`src/rtl/neuron_pkg.sv`:
```
// -----------------------------------------------------------------------------
// neuron_pkg
// Shared definitions for the neuron layer sequencer and its helpers:
//   - state_e : layer sequencer FSM states
//   - ACC_W / WGT_W / PIX_W / N_IN : Neuron datapath geometry
//   - acc_t   : Neuron accumulator / result type
//   - cnt_width() : width of a down-counter able to hold max(a, b)
// No ports (package).
// -----------------------------------------------------------------------------
package neuron_pkg;

  localparam int ACC_W = 26;  // Neuron Out width
  localparam int WGT_W = 19;  // one weight
  localparam int PIX_W = 10;  // one input pixel
  localparam int N_IN  = 32;  // inputs per neuron

  typedef logic signed [ACC_W-1:0] acc_t;

  typedef enum logic [2:0] {
    S_IDLE  = 3'd0,
    S_FETCH = 3'd1,
    S_LOADW = 3'd2,
    S_DRIVE = 3'd3,
    S_WAIT  = 3'd4,
    S_WRITE = 3'd5,
    S_FIN   = 3'd6
  } state_e;

  // Bits needed for a counter that is loaded with values up to max(a, b).
  function automatic int cnt_width(input int a, input int b);
    return $clog2(((a > b) ? a : b) + 1);
  endfunction

endpackage

```
`src/rtl/seq_cycle_counter.sv`:
```
// -----------------------------------------------------------------------------
// seq_cycle_counter
// Loadable saturating down-counter. The sequencer loads it on every state
// entry and uses zero_o to end timed states (input-valid hold, output wait).
// Ports:
//   clk_i       : clock
//   rst_ni      : asynchronous active-low reset (count -> 0)
//   load_i      : load load_val_i this cycle (takes priority over counting)
//   load_val_i  : value to load
//   zero_o      : count is zero
// -----------------------------------------------------------------------------
module seq_cycle_counter
  import neuron_pkg::*;
#(
  parameter int W = 7
) (
  input  logic         clk_i,
  input  logic         rst_ni,
  input  logic         load_i,
  input  logic [W-1:0] load_val_i,
  output logic         zero_o
);

  logic [W-1:0] cnt_q, cnt_d;

  always_comb begin
    cnt_d = cnt_q;
    if (load_i)             cnt_d = load_val_i;
    else if (cnt_q != '0)   cnt_d = cnt_q - 1'b1;
  end

  always_ff @(posedge clk_i or negedge rst_ni) begin
    if (!rst_ni) cnt_q <= '0;
    else         cnt_q <= cnt_d;
  end

  assign zero_o = (cnt_q == '0);

endmodule

```
`src/rtl/neuron_layer_sequencer.sv`:
```
// -----------------------------------------------------------------------------
// neuron_layer_sequencer
// Runs one Neuron across every neuron of a fully-connected layer: fetch the
// weight set, hold Input_valid for IV_HOLD cycles, wait (bounded) for
// Output_valid, write the result to the layer buffer, repeat.
// Optional feature macro: NEURON_SEQ_RELU_EN -- when defined, negative Neuron
// results are clamped to zero at capture (no added latency).
// Ports:
//   clk, GlobalReset_n        : clock, async active-low reset
//   start                     : run request (accepted in IDLE only)
//   busy, done, err_timeout   : status (done = 1-cycle end pulse, err sticky)
//   wgt_rd_en/_addr, wgt_rd_valid : weight memory read handshake
//   nrn_input_valid           : to Neuron Input_valid
//   nrn_output_valid, nrn_out : from Neuron Output_valid / Out
//   res_wr_en/_addr/_data     : result buffer write port
// All outputs are registered; they are computed from the next state so they
// line up with the state they belong to.
// -----------------------------------------------------------------------------
module neuron_layer_sequencer
  import neuron_pkg::*;
#(
  parameter int NUM_NEURONS = 10,
  parameter int ACC_W       = 26,
  parameter int IV_HOLD     = 10,
  parameter int TIMEOUT     = 64,
  parameter int IDX_W       = $clog2(NUM_NEURONS)
) (
  input  logic             clk,
  input  logic             GlobalReset_n,
  input  logic             start,
  output logic             busy,
  output logic             done,
  output logic             err_timeout,
  output logic             wgt_rd_en,
  output logic [IDX_W-1:0] wgt_rd_addr,
  input  logic             wgt_rd_valid,
  output logic             nrn_input_valid,
  input  logic             nrn_output_valid,
  input  logic [ACC_W-1:0] nrn_out,
  output logic             res_wr_en,
  output logic [IDX_W-1:0] res_wr_addr,
  output logic [ACC_W-1:0] res_wr_data
);

  localparam int               CNT_W   = cnt_width(IV_HOLD, TIMEOUT);
  localparam logic [CNT_W-1:0] HOLD_LD = CNT_W'(IV_HOLD - 1);
  localparam logic [CNT_W-1:0] TO_LD   = CNT_W'(TIMEOUT - 1);
  localparam logic [IDX_W-1:0] LAST    = IDX_W'(NUM_NEURONS - 1);

  state_e           state_q, state_d;
  logic [IDX_W-1:0] idx_q, idx_d;
  logic             err_set;
  logic             cnt_zero;
  logic [ACC_W-1:0] nrn_res;

  logic             busy_q, busy_d;
  logic             done_q, done_d;
  logic             err_q, err_d;
  logic             wgt_rd_en_q, wgt_rd_en_d;
  logic [IDX_W-1:0] wgt_rd_addr_q, wgt_rd_addr_d;
  logic             niv_q, niv_d;
  logic             res_wr_en_q, res_wr_en_d;
  logic [IDX_W-1:0] res_wr_addr_q, res_wr_addr_d;
  logic [ACC_W-1:0] res_wr_data_q, res_wr_data_d;

`ifdef NEURON_SEQ_RELU_EN
  assign nrn_res = nrn_out[ACC_W-1] ? '0 : nrn_out;
`else
  assign nrn_res = nrn_out;
`endif

  // One counter serves both timed states: it is reloaded on any state change,
  // with the DRIVE hold length or the WAIT budget. Other states ignore it.
  seq_cycle_counter #(.W(CNT_W)) u_cnt (
    .clk_i      (clk),
    .rst_ni     (GlobalReset_n),
    .load_i     (state_d != state_q),
    .load_val_i ((state_d == S_DRIVE) ? HOLD_LD : TO_LD),
    .zero_o     (cnt_zero)
  );

  // State register (plus index and registered outputs).
  always_ff @(posedge clk or negedge GlobalReset_n) begin
    if (!GlobalReset_n) begin
      state_q       <= S_IDLE;
      idx_q         <= '0;
      busy_q        <= 1'b0;
      done_q        <= 1'b0;
      err_q         <= 1'b0;
      wgt_rd_en_q   <= 1'b0;
      wgt_rd_addr_q <= '0;
      niv_q         <= 1'b0;
      res_wr_en_q   <= 1'b0;
      res_wr_addr_q <= '0;
      res_wr_data_q <= '0;
    end else begin
      state_q       <= state_d;
      idx_q         <= idx_d;
      busy_q        <= busy_d;
      done_q        <= done_d;
      err_q         <= err_d;
      wgt_rd_en_q   <= wgt_rd_en_d;
      wgt_rd_addr_q <= wgt_rd_addr_d;
      niv_q         <= niv_d;
      res_wr_en_q   <= res_wr_en_d;
      res_wr_addr_q <= res_wr_addr_d;
      res_wr_data_q <= res_wr_data_d;
    end
  end

  // Next-state logic.
  always_comb begin
    state_d = state_q;
    idx_d   = idx_q;
    err_set = 1'b0;
    case (state_q)
      S_IDLE: if (start) begin
        state_d = S_FETCH;
        idx_d   = '0;
      end
      S_FETCH: state_d = S_LOADW;
      S_LOADW: if (wgt_rd_valid) state_d = S_DRIVE;
      // Output_valid is not looked at here: it may still be high from the
      // previous neuron.
      S_DRIVE: if (cnt_zero) state_d = S_WAIT;
      // A valid on the final budgeted cycle still wins over the timeout.
      S_WAIT: begin
        if (nrn_output_valid) begin
          state_d = S_WRITE;
        end else if (cnt_zero) begin
          state_d = S_FIN;
          err_set = 1'b1;
        end
      end
      S_WRITE: begin
        if (idx_q == LAST) begin
          state_d = S_FIN;
        end else begin
          state_d = S_FETCH;
          idx_d   = idx_q + 1'b1;
        end
      end
      S_FIN:   state_d = S_IDLE;
      default: state_d = S_IDLE;
    endcase
  end

  // Output logic: next values of the output registers.
  always_comb begin
    busy_d        = (state_d != S_IDLE);
    done_d        = (state_d == S_FIN);
    wgt_rd_en_d   = (state_d == S_FETCH);
    wgt_rd_addr_d = wgt_rd_en_d ? idx_d : wgt_rd_addr_q;
    niv_d         = (state_d == S_DRIVE);
    res_wr_en_d   = (state_d == S_WRITE);
    res_wr_addr_d = res_wr_en_d ? idx_q : res_wr_addr_q;
    // WRITE is only entered from WAIT on a valid, so this is the capture.
    res_wr_data_d = res_wr_en_d ? nrn_res : res_wr_data_q;
    err_d         = err_q;
    if (state_q == S_IDLE && start) err_d = 1'b0;
    else if (err_set)               err_d = 1'b1;
  end

  assign busy            = busy_q;
  assign done            = done_q;
  assign err_timeout     = err_q;
  assign wgt_rd_en       = wgt_rd_en_q;
  assign wgt_rd_addr     = wgt_rd_addr_q;
  assign nrn_input_valid = niv_q;
  assign res_wr_en       = res_wr_en_q;
  assign res_wr_addr     = res_wr_addr_q;
  assign res_wr_data     = res_wr_data_q;

endmodule

```
`config.mk`:
```
export PLATFORM = sky130hd
export DESIGN_NAME = neuron_layer_sequencer
export DESIGN_NICKNAME = d
export VERILOG_FILES = /design/src/rtl/neuron_pkg.sv /design/src/rtl/seq_cycle_counter.sv /design/src/rtl/neuron_layer_sequencer.sv
export SDC_FILE = /design/constraint.sdc
export NUM_CORES = 1
export LEC_CHECK = 0
export ABC_AREA = 1
export BUFFER_PORTS_ARGS = -buffer_cell sky130_fd_sc_hd__buf_4
export CORE_AREA = 2 2 73 75
export CTS_CLUSTER_SIZE = 25
export DETAILED_ROUTE_END_ITERATION = 6
export DIE_AREA = 0 0 75 77
export PLACE_DENSITY = 0.87
export REMOVE_ABC_BUFFERS = 1
export SETUP_SLACK_MARGIN = 0.4
export SLEW_MARGIN = 0
export SYNTH_ARGS = -nofsm -noshare
export SYNTH_HDL_FRONTEND = slang
export SYNTH_HIERARCHICAL = 1
export SYNTH_SLANG_ARGS = --single-unit
```
`constraint.sdc`:
```
create_clock -name clk -period 2.9 [get_ports clk]
set_input_delay 0.145 -clock clk [delete_from_list [all_inputs] [get_ports clk]]
set_output_delay 0.145 -clock clk [all_outputs]
set_load 0.02 [all_outputs]
```
; Yosys cells after proc, flatten, opt, wreduce, memory -nomap -nowiden
; Cells that the tools add are included.
; Widths: inputs -> output; s select.
[classes]
n_addsub = 2
n_eq_ne = 11
mux = 18
n_reduce_logical = 7
[ops]
columns = op, count
row1 = $mux 3, 6
row2 = $pmux 3 s6, 1
row3 = $mux 7, 2
row4 = $eq 3x3->1 const B, 4
row5 = $eq 3x2->1 const B, 3
row6 = $mux 4, 2
row7 = $pmux 4 s2, 1
row8 = $logic_not 7->1, 1
row9 = $reduce_bool 7->1, 1
row10 = $sub 7x1->7 const B, 1
row11 = $eq 3x1->1 const B, 2
row12 = $mux 6, 1
row13 = $mux 1, 5
row14 = $add 4x1->4 const B, 1
row15 = $eq 4x4->1 const B, 1
row16 = $reduce_bool 2->1, 2
row17 = $logic_not 3->1, 1
row18 = $ne 3x3->1, 1
row19 = $reduce_bool 3->1, 1
row20 = $logic_and 1x1->1, 1
[word_totals]
regBits = 54
out_inout_bits = 40
word_cells = 50

; Depth between registers and ports, before layout
; Gate-level depths: netlist (run 1).
[depth]
ltp_word = 7
ltp_mapped = 17
ltp_nobuf = 16

; Modules after synthesis
; The synthesis (run 1) kept the hierarchy.
[modules_own_cells]
columns = mod, n_inst, cells_per_inst, area_each_um2, seq_area_each_um2
row1 = neuron_layer_sequencer, 1, 231, 1989.4, 1176.1
row2 = seq_cycle_counter, 1, 59, 483.0, 175.2

; Worst setup path before layout (run 1)
; Ideal clock, no wire load.
[synth_timing]
path_type = reg2reg
start = reg u_cnt.cnt_q[0]
end = reg u_cnt.cnt_q[1]
setup_ps = 121
t_arrival_ps = 1973
required_ps = 2779
slack_ps = 806
stages_incl_launch_ff = 17
n_path_buf = 1
path_cell_list = dfrtp_1 inv_1 ha_1 nand2_4 nor2_8 inv_1 a21oi_1 nor2_4 nor2_1 nand3_1 nand2_1 nand3_1 buf_2 nand2_1 o21ai_0 nand2_1 o21ai_1
[synth_between]
elab_chain_len = 7
[synth_lines]
columns = item, line_no
row1 = from (decl), seq_cycle_counter.sv:24  ; logic [W-1:0] cnt_q, cnt_d;
row2 = from (signal assigned), seq_cycle_counter.sv:34  ; else cnt_q <= cnt_d;
row3 = $logic_not 7->1 *, seq_cycle_counter.sv:37  ; assign zero_o = (cnt_q == '0);
row4 = named net cnt_zero, neuron_layer_sequencer.sv:53  ; logic cnt_zero;
row5 = $mux 3, neuron_layer_sequencer.sv:130  ; end else if (cnt_zero) begin
row6 = $mux 3, neuron_layer_sequencer.sv:128  ; if (nrn_output_valid) begin
row7 = $pmux 3 s6 *, neuron_layer_sequencer.sv:116  ; case (state_q)
row8 = $eq 3x2->1, neuron_layer_sequencer.sv:78  ; .load_val_i ((state_d == S_DRIVE) ? HOLD_LD : TO_LD),
row9 = $mux 6, neuron_layer_sequencer.sv:78
row10 = $mux 7, seq_cycle_counter.sv:28  ; if (load_i) cnt_d = load_val_i;
; The timed path passes the listed nets; every way through them passes the cells marked *. The select of a mux whose other input is x is not followed.
; A chain may end at the register's enable or synchronous reset.

; Worst setup path after layout (run 1)
; Same ends and word-level chain as after synthesis.

==> summary.txt, run 1 <==
Run status
  • Status: finished, final reports clean

Pwr
  • NetSw: 1.18 mW
  • P per Cell Area: 914 nW/um^2
  • Worst VDD drop: 556 uV
  • Leakage power: 1.80 nW
  • Comb pwr share: 43.3%
  • Reg power frac: 39.3%
  • Sw Ratio: 40.7%
  • Power Internal: 1.72 mW
  • Clk pwr share: 17.4%

Placement
  • Cell count after placement: 424
  • I/O Buffers: 70
  • Post-Place Cell Area: 3040 sq um
  • Final HPWL DP: 3710 um
  • RD Place Congestion: 0.836

Timing
  • Final hold vios: 0
  • Fin crit share: 77.7%
  • Post-Route Skew: 0.00417 ns
  • Slew margin rel.: 54.9%
  • Post-Route Setup TNS: 0 ns
  • Peak Freq: 0.444 GHz
  • Fin crit period: 2.25 ns
  • Unrepaired setup endpoints after global routing: false
  • Worst-Margin Slew: 0.676 ns
  • Max Slew Vio Count: 0
  • # setup viols final: 0

Drt
  • Drt pass-1 iters: 4
  • Remaining DRCs: 0
  • WL final: 5090 um
  • Total vias in the final route: 2,065
  • Detail Route Antenna Nets: 0
  • Vias per cell: 4.77
  • Initial drt markers: 197
  • Routed len/inst: 11.8 um

Yosys
  • Top area cells in the synthesized netlist: dfrtp_1, nand2_1, inv_1, nor2_1, nor2_4
  • Post-synth top area share: 54.7%
  • Largest area contributor in the netlist: dfrtp_1
  • Number of synthesis warnings: 6
  • Post-Synth XOR/XNOR Area: 1.42%
  • Top cells by count, synth: nand2_1, dfrtp_1, inv_1, nor2_1, nand3_1
  • Adder-cell share of the synthesized area: 2.02%
  • Post-synth ARST share: 100%
  • Post-synthesis cell type count: 27
  • Top FF cell, synth: dfrtp_1
  • Mapped Area: 2470 sq um
  • Synth Area in Simple Gates: 31.4%
  • Number of flops mapped to enable cells by yosys: 0
  • Mux cell area share after synthesis: 0%
  • Syn Inst Count: 290
  • Largest family of logic cells by synthesized area: simple AND/OR/NAND/NOR gates
  • Top-count cell post-synth: nand2_1
  • Synth Area in Compound Gates: 4.35%
  • Seq/Total Area, Yosys: 54.7%
  • Synthesized area per cell: 8.53 sq um
  • Yosys reg bits: 54

Clocking
  • Clk sink count: 54
  • Clock Latency Late Sink: 0.30 ns
  • CTS tree: done
  • Post-CTS Setup Bufs: 0
  • Total CTS buffers: 5
  • CTS Root Cell: clkbuf_8
  • CTS clk-pin slew, worst paths: 0.10 ns
  • # H-tree levels: 2
  • CTS max path bufs: 2

Layout
  • Post-Layout Cell Count: 433
  • Area growth syn-to-layout: 28.5%
  • Sequential Area: 1350 sq um
  • Footprint of the multi-input gates: 996 sq um
  • Antenna cells: 0
  • Nets@finish: 397
  • Share of layout cells above drive strength 1: 26.7%
  • Fin util: 63.8%
  • Design area: 3180 sq um
  • Fillers: 440

Global route
  • Gr ovfl total: 0
  • Number of global-route vias before repair: 2,067
  • Met3 GRT Util: 3.94%
  • Met1 usage: 24.1%
  • Largest net degree at the start of global routing: 55
  • First-pass GRT wire length: 8860 um
  • Antenna violations before repair: 0
  • Most Crowded Layer GR: met2
  • Met2 usage: 33.5%
  • GRT Total Usage: 19.4%

Critical path
  • Critical-path maximum fanout: 11
  • WP data required: 3.09 ns
  • CP endpoint kind: register
  • Crit start category: register
  • Critical path class: reg -> reg
  • WP data arrival: 2.45 ns

Floorplan
  • Chip width: 75 um
  • Initial core utilization: 49.7%
  • Core Area: 4980 sq um
  • Die height: 77 um
  • Cell Rows: 26
  • Die ar.: 5780 sq um
  • Top-Level Pins: 71

Min path
  • Hold crit path type: in -> reg

Flow run
  • Max cap viols: 0
## power groups by stage
stage | clock network (mW) | registers (mW) | logic (mW)
6_report | 0.505 | 1.14 | 1.26
5_1_grt | 0.550 | 1.17 | 1.41
4_1_cts | 0.522 | 1.14 | 1.23
3_5_place_dp | 0 | 1.15 | 1.23
3_3_place_gp | 0 | 1.14 | 1.18
2_1_floorplan | 0 | 1.29 | 0.664
## layout make-up
type | count | area share (%)
timing repair buffer | 72 | 17.1
clock inverter | 3 | 1.38
tap | 70 | 2.76
sequential | 54 | 42.5
multi-input combinational | 206 | 31.4
inverter | 23 | 2.72
clock buffer | 5 | 2.17
## layout by cell type (no fill, tap or decap), types with 3 or more instances in the layout
cell type / synthesis / final
clkbuf_8: 0 / 5
ha_1: 4 / 4
nor3_1: 3 / 3
xor2_1: 3 / 3
nand2_1: 131 / 131
nand3_1: 10 / 9
inv_1: 21 / 21
dfrtp_1: 54 / 54
nor2_4: 5 / 5
o21ai_1: 5 / 6
nor2_1: 15 / 15
nand2_4: 4 / 4
conb_1: 2 / 3
buf_4: 0 / 71
o21ai_0: 9 / 8
## per-layer routing
layer | vias to the layer above | share of wire (%)
met3 | 12 | 4.5
met2 | 67 | 51
li1 | 1031 | -
met5 | - | 0
met1 | 955 | 43
met4 | 0 | 1.5
## what timing repair did
action | in CTS | in global routing
gates resized for setup | 0 | 4
hold buffers | 1 | 0
hold endpoints to repair | 54 | 0
endpoints found under the setup margin | 0 | 7
## state kept, by name, summed over array words and instances (netlist names), 3 cells and up
name / count
res_wr_data: 26
u_cnt/cnt_q: 7
idx_q: 4
res_wr_addr: 4
wgt_rd_addr: 4
state_q: 3
## worst paths after layout
path	start	end	slack, ns	cells past startpoint
worst max-delay path	u_cnt/cnt_q[0]	u_cnt/cnt_q[1]	0.65	15
worst min-delay path	nrn_out[1]	res_wr_data[1]	0.03	3
worst max register to register	u_cnt/cnt_q[0]	u_cnt/cnt_q[1]	0.65	15
worst min register to register	res_wr_data[20]	res_wr_data[20]	0.48	2
max in group asynchronous	GlobalReset_n	state_q[0]	2.03	2
min in group asynchronous	GlobalReset_n	state_q[2]	0.40	2
## worst max-delay path, stage by stage (launching register included)
cell     delay, ns
dfrtp_1       0.38
inv_1         0.11
ha_1          0.21
nand2_4       0.08
nor2_8        0.15
inv_1         0.10
a21oi_2       0.19
nor2_4        0.04
nor2_1        0.15
nand3_1       0.09
nand2_1       0.11
nand3_4       0.14
inv_1         0.15
nand2_4       0.07
nand2_1       0.08
o21ai_1       0.07
## logic make-up after synthesis
kind of cell    after synthesis
simple gates                175
fa+ha+maj                     4
flops                        54
xor+xnor                      4
other cells                   2
buf+inv                      31
compound gates               20
## metrics by stage
step	power (mW)	hold slack [ns]	setup WS, ns
after floorplan	1.95	-0.151	0.555
after global placement	2.33	0.232	0.564
after detailed placement	2.38	0.235	0.421
after CTS	2.90	0.0234	0.412
after global routing	3.13	0.0209	0.414
final	2.90	0.0341	0.648
Power figures use the tool's default switching activity.
==> run 2, diff against run 1 <==
--- a/config.mk
+++ b/config.mk
@@ -7,11 +7,11 @@
 export LEC_CHECK = 0
 export ABC_AREA = 1
 export BUFFER_PORTS_ARGS = -buffer_cell sky130_fd_sc_hd__buf_4
-export CORE_AREA = 2 2 73 75
+export CORE_AREA = 2 2 77 79
 export CTS_CLUSTER_SIZE = 25
 export DETAILED_ROUTE_END_ITERATION = 6
-export DIE_AREA = 0 0 75 77
-export PLACE_DENSITY = 0.87
+export DIE_AREA = 0 0 79 81
+export PLACE_DENSITY = 0.83
 export REMOVE_ABC_BUFFERS = 1
 export SETUP_SLACK_MARGIN = 0.4
 export SLEW_MARGIN = 0
==> constraint.sdc (replaced) <==
create_clock -name clk -period 1.81 [get_ports clk]
set_input_delay 0.0905 -clock clk [delete_from_list [all_inputs] [get_ports clk]]
set_output_delay 0.0905 -clock clk [all_outputs]
set_load 0.02 [all_outputs]
==> run 2 against run 1 <==
The flow now finishes with violations (setup timing). Clock power rose by 46%. Power grew 100%. Non-clock buffer count is 77 higher. Cell area is 40% higher. Worst hold slack gained 0.19 ns. First-iteration DRC count is 45% higher. Sequential share of layout area decreased by 12 points. Critical path depth rose by 1. Fmax increased by 4.4%. Cell count rose by 19%. Sequential power rose by 71%. Critical path type unchanged. Largest power group unchanged.
==> summary.txt, run 2 (synthesized netlist as in run 1, its figures left out) <==
Layout
  • Commonest cells after routing, fill and taps aside: buf_4, nand2_1, dfrtp_1 (was nand2_1, buf_4, dfrtp_1)
  • Most common cell after layout, fill and taps aside: buf_4 (was nand2_1)
  • Nets@finish: 474 (was 397)
  • Number of flip-flops in the largest register: 26 (unchanged)
  • Share of layout cells above drive strength 1: 52.7% (was 26.7%)
  • Area growth syn-to-layout: 79.9% (was 28.5%)
  • Design area: 4450 sq um (was 3180 sq um)
  • Antenna cells: 0 (unchanged)
  • Post-Layout Cell Count: 515 (was 433)

Critical path
  • Critical-path maximum fanout: 5 (was 11)
  • WP data required: 2.02 ns (was 3.09 ns)
  • CP endpoint kind: register (unchanged)
  • Terminus of the critical flop-to-flop path: u_cnt/cnt_q[0] (was u_cnt/cnt_q[1])
  • Reg-to-reg startpoint: u_cnt/cnt_q[0] (unchanged)
  • Number of cells on the worst reg-to-reg path: 16 (was 15)
  • Critical path buffers and inverters: 3 (unchanged)
  • R2r setup slk: -0.35 ns (was 0.65 ns)
  • Origin of the worst setup path: u_cnt/cnt_q[0] (unchanged)
  • Crit-path slowest cell: dfrtp_1 (unchanged)
  • Crit path top cell by count: nand2_1 (was inv_1)
  • Crit start category: register (unchanged)
  • Critical path class: reg -> reg (unchanged)
  • CP delay by family, top: simple AND/OR/NAND/NOR gates (unchanged)
  • CP cell instances: inv_2 -> ha_4 -> nand2_4 -> nor2_8 -> inv_4 -> a21oi_4 -> nor2_4 -> nor2_2 -> nand3_1 -> nand2_1 -> nand3_2 -> buf_6 -> nand2_2 -> o21ai_1 -> nand2_1 -> o21ai_2 (was inv_1 -> ha_1 -> nand2_4 -> nor2_8 -> inv_1 -> a21oi_2 -> nor2_4 -> nor2_1 -> nand3_1 -> nand2_1 -> nand3_4 -> inv_1 -> nand2_4 -> nand2_1 -> o21ai_1)
  • CP peak stage delay: 0.43 ns (was 0.38 ns)
  • WP data arrival: 2.37 ns (was 2.45 ns)

Drt
  • Routed len/inst: 19.1 um (was 11.8 um)
  • Remaining DRCs: 0 (unchanged)
  • Detail Route Antenna Nets: 0 (unchanged)
  • Drt pass-1 iters: 6 (was 4)
  • WL final: 9820 um (was 5090 um)
  • Initial drt markers: 285 (was 197)
  • Vias per cell: 5.37 (was 4.77)
  • Total vias in the final route: 2,767 (was 2,065)

Placement
  • RD Place Congestion: 0.947 (was 0.836)
  • Final HPWL DP: 3830 um (was 3710 um)
  • Cell count after placement: 447 (was 424)
  • I/O Buffers: 70 (unchanged)
  • Post-Place Cell Area: 3200 sq um (was 3040 sq um)

Global route
  • Gr ovfl total: 0 (unchanged)
  • First-pass GRT wire length: 11,600 um (was 8860 um)
  • Number of global-route vias before repair: 2,533 (was 2,067)
  • GRT Total Usage: 23.5% (was 19.4%)
  • Antenna violations before repair: 0 (unchanged)
  • Largest net degree at the start of global routing: 55 (unchanged)

Clocking
  • CTS clk-pin slew, worst paths: 0.10 ns (about the same)
  • Clk sink count: 54 (unchanged)
  • CTS Root Cell: clkbuf_8 (unchanged)
  • CTS tree: done (unchanged)
  • Total CTS buffers: 5 (unchanged)
  • # H-tree levels: 2 (unchanged)
  • Clock Latency Late Sink: 0.31 ns (was 0.30 ns)
  • CTS max path bufs: 2 (unchanged)

Floorplan
  • Core Area: 5680 sq um (was 4980 sq um)
  • Die height: 81 um (was 77 um)
  • Chip width: 79 um (was 75 um)
  • Die ar.: 6400 sq um (was 5780 sq um)
  • Cell Rows: 28 (was 26)
  • Top-Level Pins: 71 (unchanged)
  • Initial core utilization: 43.6% (was 49.7%)

Pwr
  • Worst VDD drop: 823 uV (was 556 uV)
  • P per Cell Area: 1330 nW/um^2 (was 914 nW/um^2)
  • Leakage power: 2.29 nW (was 1.80 nW)

Timing
  • Fin crit period: 2.16 ns (was 2.25 ns)
  • Final hold vios: 0 (unchanged)
  • Final WS setup: -0.348 ns (was 0.648 ns)
  • Fin crit share: 119% (was 77.7%)
  • Peak Freq: 0.463 GHz (was 0.444 GHz)
  • Worst-Margin Slew: 0.690 ns (was 0.676 ns)
  • Post-Route Skew: 0.00711 ns (was 0.00417 ns)
  • Max Slew Vio Count: 0 (unchanged)
  • Unrepaired setup endpoints after global routing: true (was false)
  • Slew margin rel.: 54.0% (was 54.9%)
  • Post-Route Setup TNS: -6.61 ns (was 0 ns)
  • # setup viols final: 41 (was 0)

Run status
  • Status: complete, but fails checks (was finished, final reports clean)
  • Failing checks: setup timing

Min path
  • Hold endpoint: err_timeout (was res_wr_data[1])
  • Hold path depth: 6 (was 3)
  • HP Start: start (was nrn_out[1])
  • Hold crit path type: in -> reg (unchanged)

Flow run
  • Max cap viols: 0 (unchanged)
-- run 2: cell types whose count changed in the layout (fill, tap and decap cells not counted), moves of 7 or more --
cell	delta
nand2_2	+34
nand2_4	+20
nor2_1	-9
nor2_2	+7
buf_6	+11
buf_4	+25
nand2_1	-54
dlygate4sd3_1	+26
-- run 2: how the worst max path moves through the flow --
stage | to | slack [ns] | cells after the start
finish | u_cnt/cnt_q[0] | -0.35 | 16
global route | u_cnt/cnt_q[0] | -0.35 | 17
CTS | u_cnt/cnt_q[1] | -0.09 | 16
detailed placement | u_cnt/cnt_q[1] | -0.27 | 16
global placement | u_cnt/cnt_q[0] | -0.18 | 16
floorplan | u_cnt/cnt_q[2] | -0.54 | 14
-- run 2: tightest hold or removal path: stages --
cell and delay [ns]:
buf_4 0.08, inv_1 0.03, nor2_1 0.07, nand2_1 0.10, nand2_1 0.09, nand2_2 0.05
-- run 2: report_power, final --
| part | switching, mW | internal (mW) | total, mW | leakage [nW] |
|---|---|---|---|---|
| Clock | 0.419 | 0.318 | 0.737 | 0.0489 |
| Sequential | 0.380 | 1.57 | 1.95 | 0.685 |
| Combinational | 1.83 | 1.41 | 3.24 | 1.56 |
| Total | 2.63 | 3.29 | 5.92 | 2.29 |
-- run 2: area by class of cell --
cell class / count / area (sq um)
Inverter: 23 / 106
Sequential cell: 54 / 1360
Multi-Input combinational cell: 206 / 1350
Tap cell: 75 / 93.8
Clock buffer: 7 / 86.3
Fill cell: 323 / 1230
Timing Repair Buffer: 149 / 1440
Clock inverter: 1 / 8.76
-- run 2: per-stage QoR --
stage	setup WS (ns)	hold WS [ns]	power (mW)	utilization, %
final	-0.348	0.226	5.92	78.4
after global routing	-0.353	0.271	6.19	78.4
after CTS	-0.0866	0.211	5.13	70.0
after detailed placement	-0.269	0.178	4.03	56.5
after global placement	-0.184	0.174	3.94	56.5
after floorplan	-0.535	-0.205	3.13	-
-- run 2: layer usage --
metal | wire length, um | global-route usage (%)
met1 | 3440 | 28.1
met5 | 0 | 0
met2 | 5070 | 41.7
met3 | 630 | 4.22
met4 | 677 | 9.83
-- run 2: timing repair --
| action | 4_1_cts | 5_1_grt |
|---|---|---|
| endpoints found under the setup margin | 50 | 54 |
| endpoints found under the hold margin | 80 | 0 |
| pin swaps | 18 | 31 |
| gates resized for setup | 48 | 99 |
| hold buffers | 27 | 0 |
| buffers inserted | 11 | 14 |
| cloned | 6 | 2 |
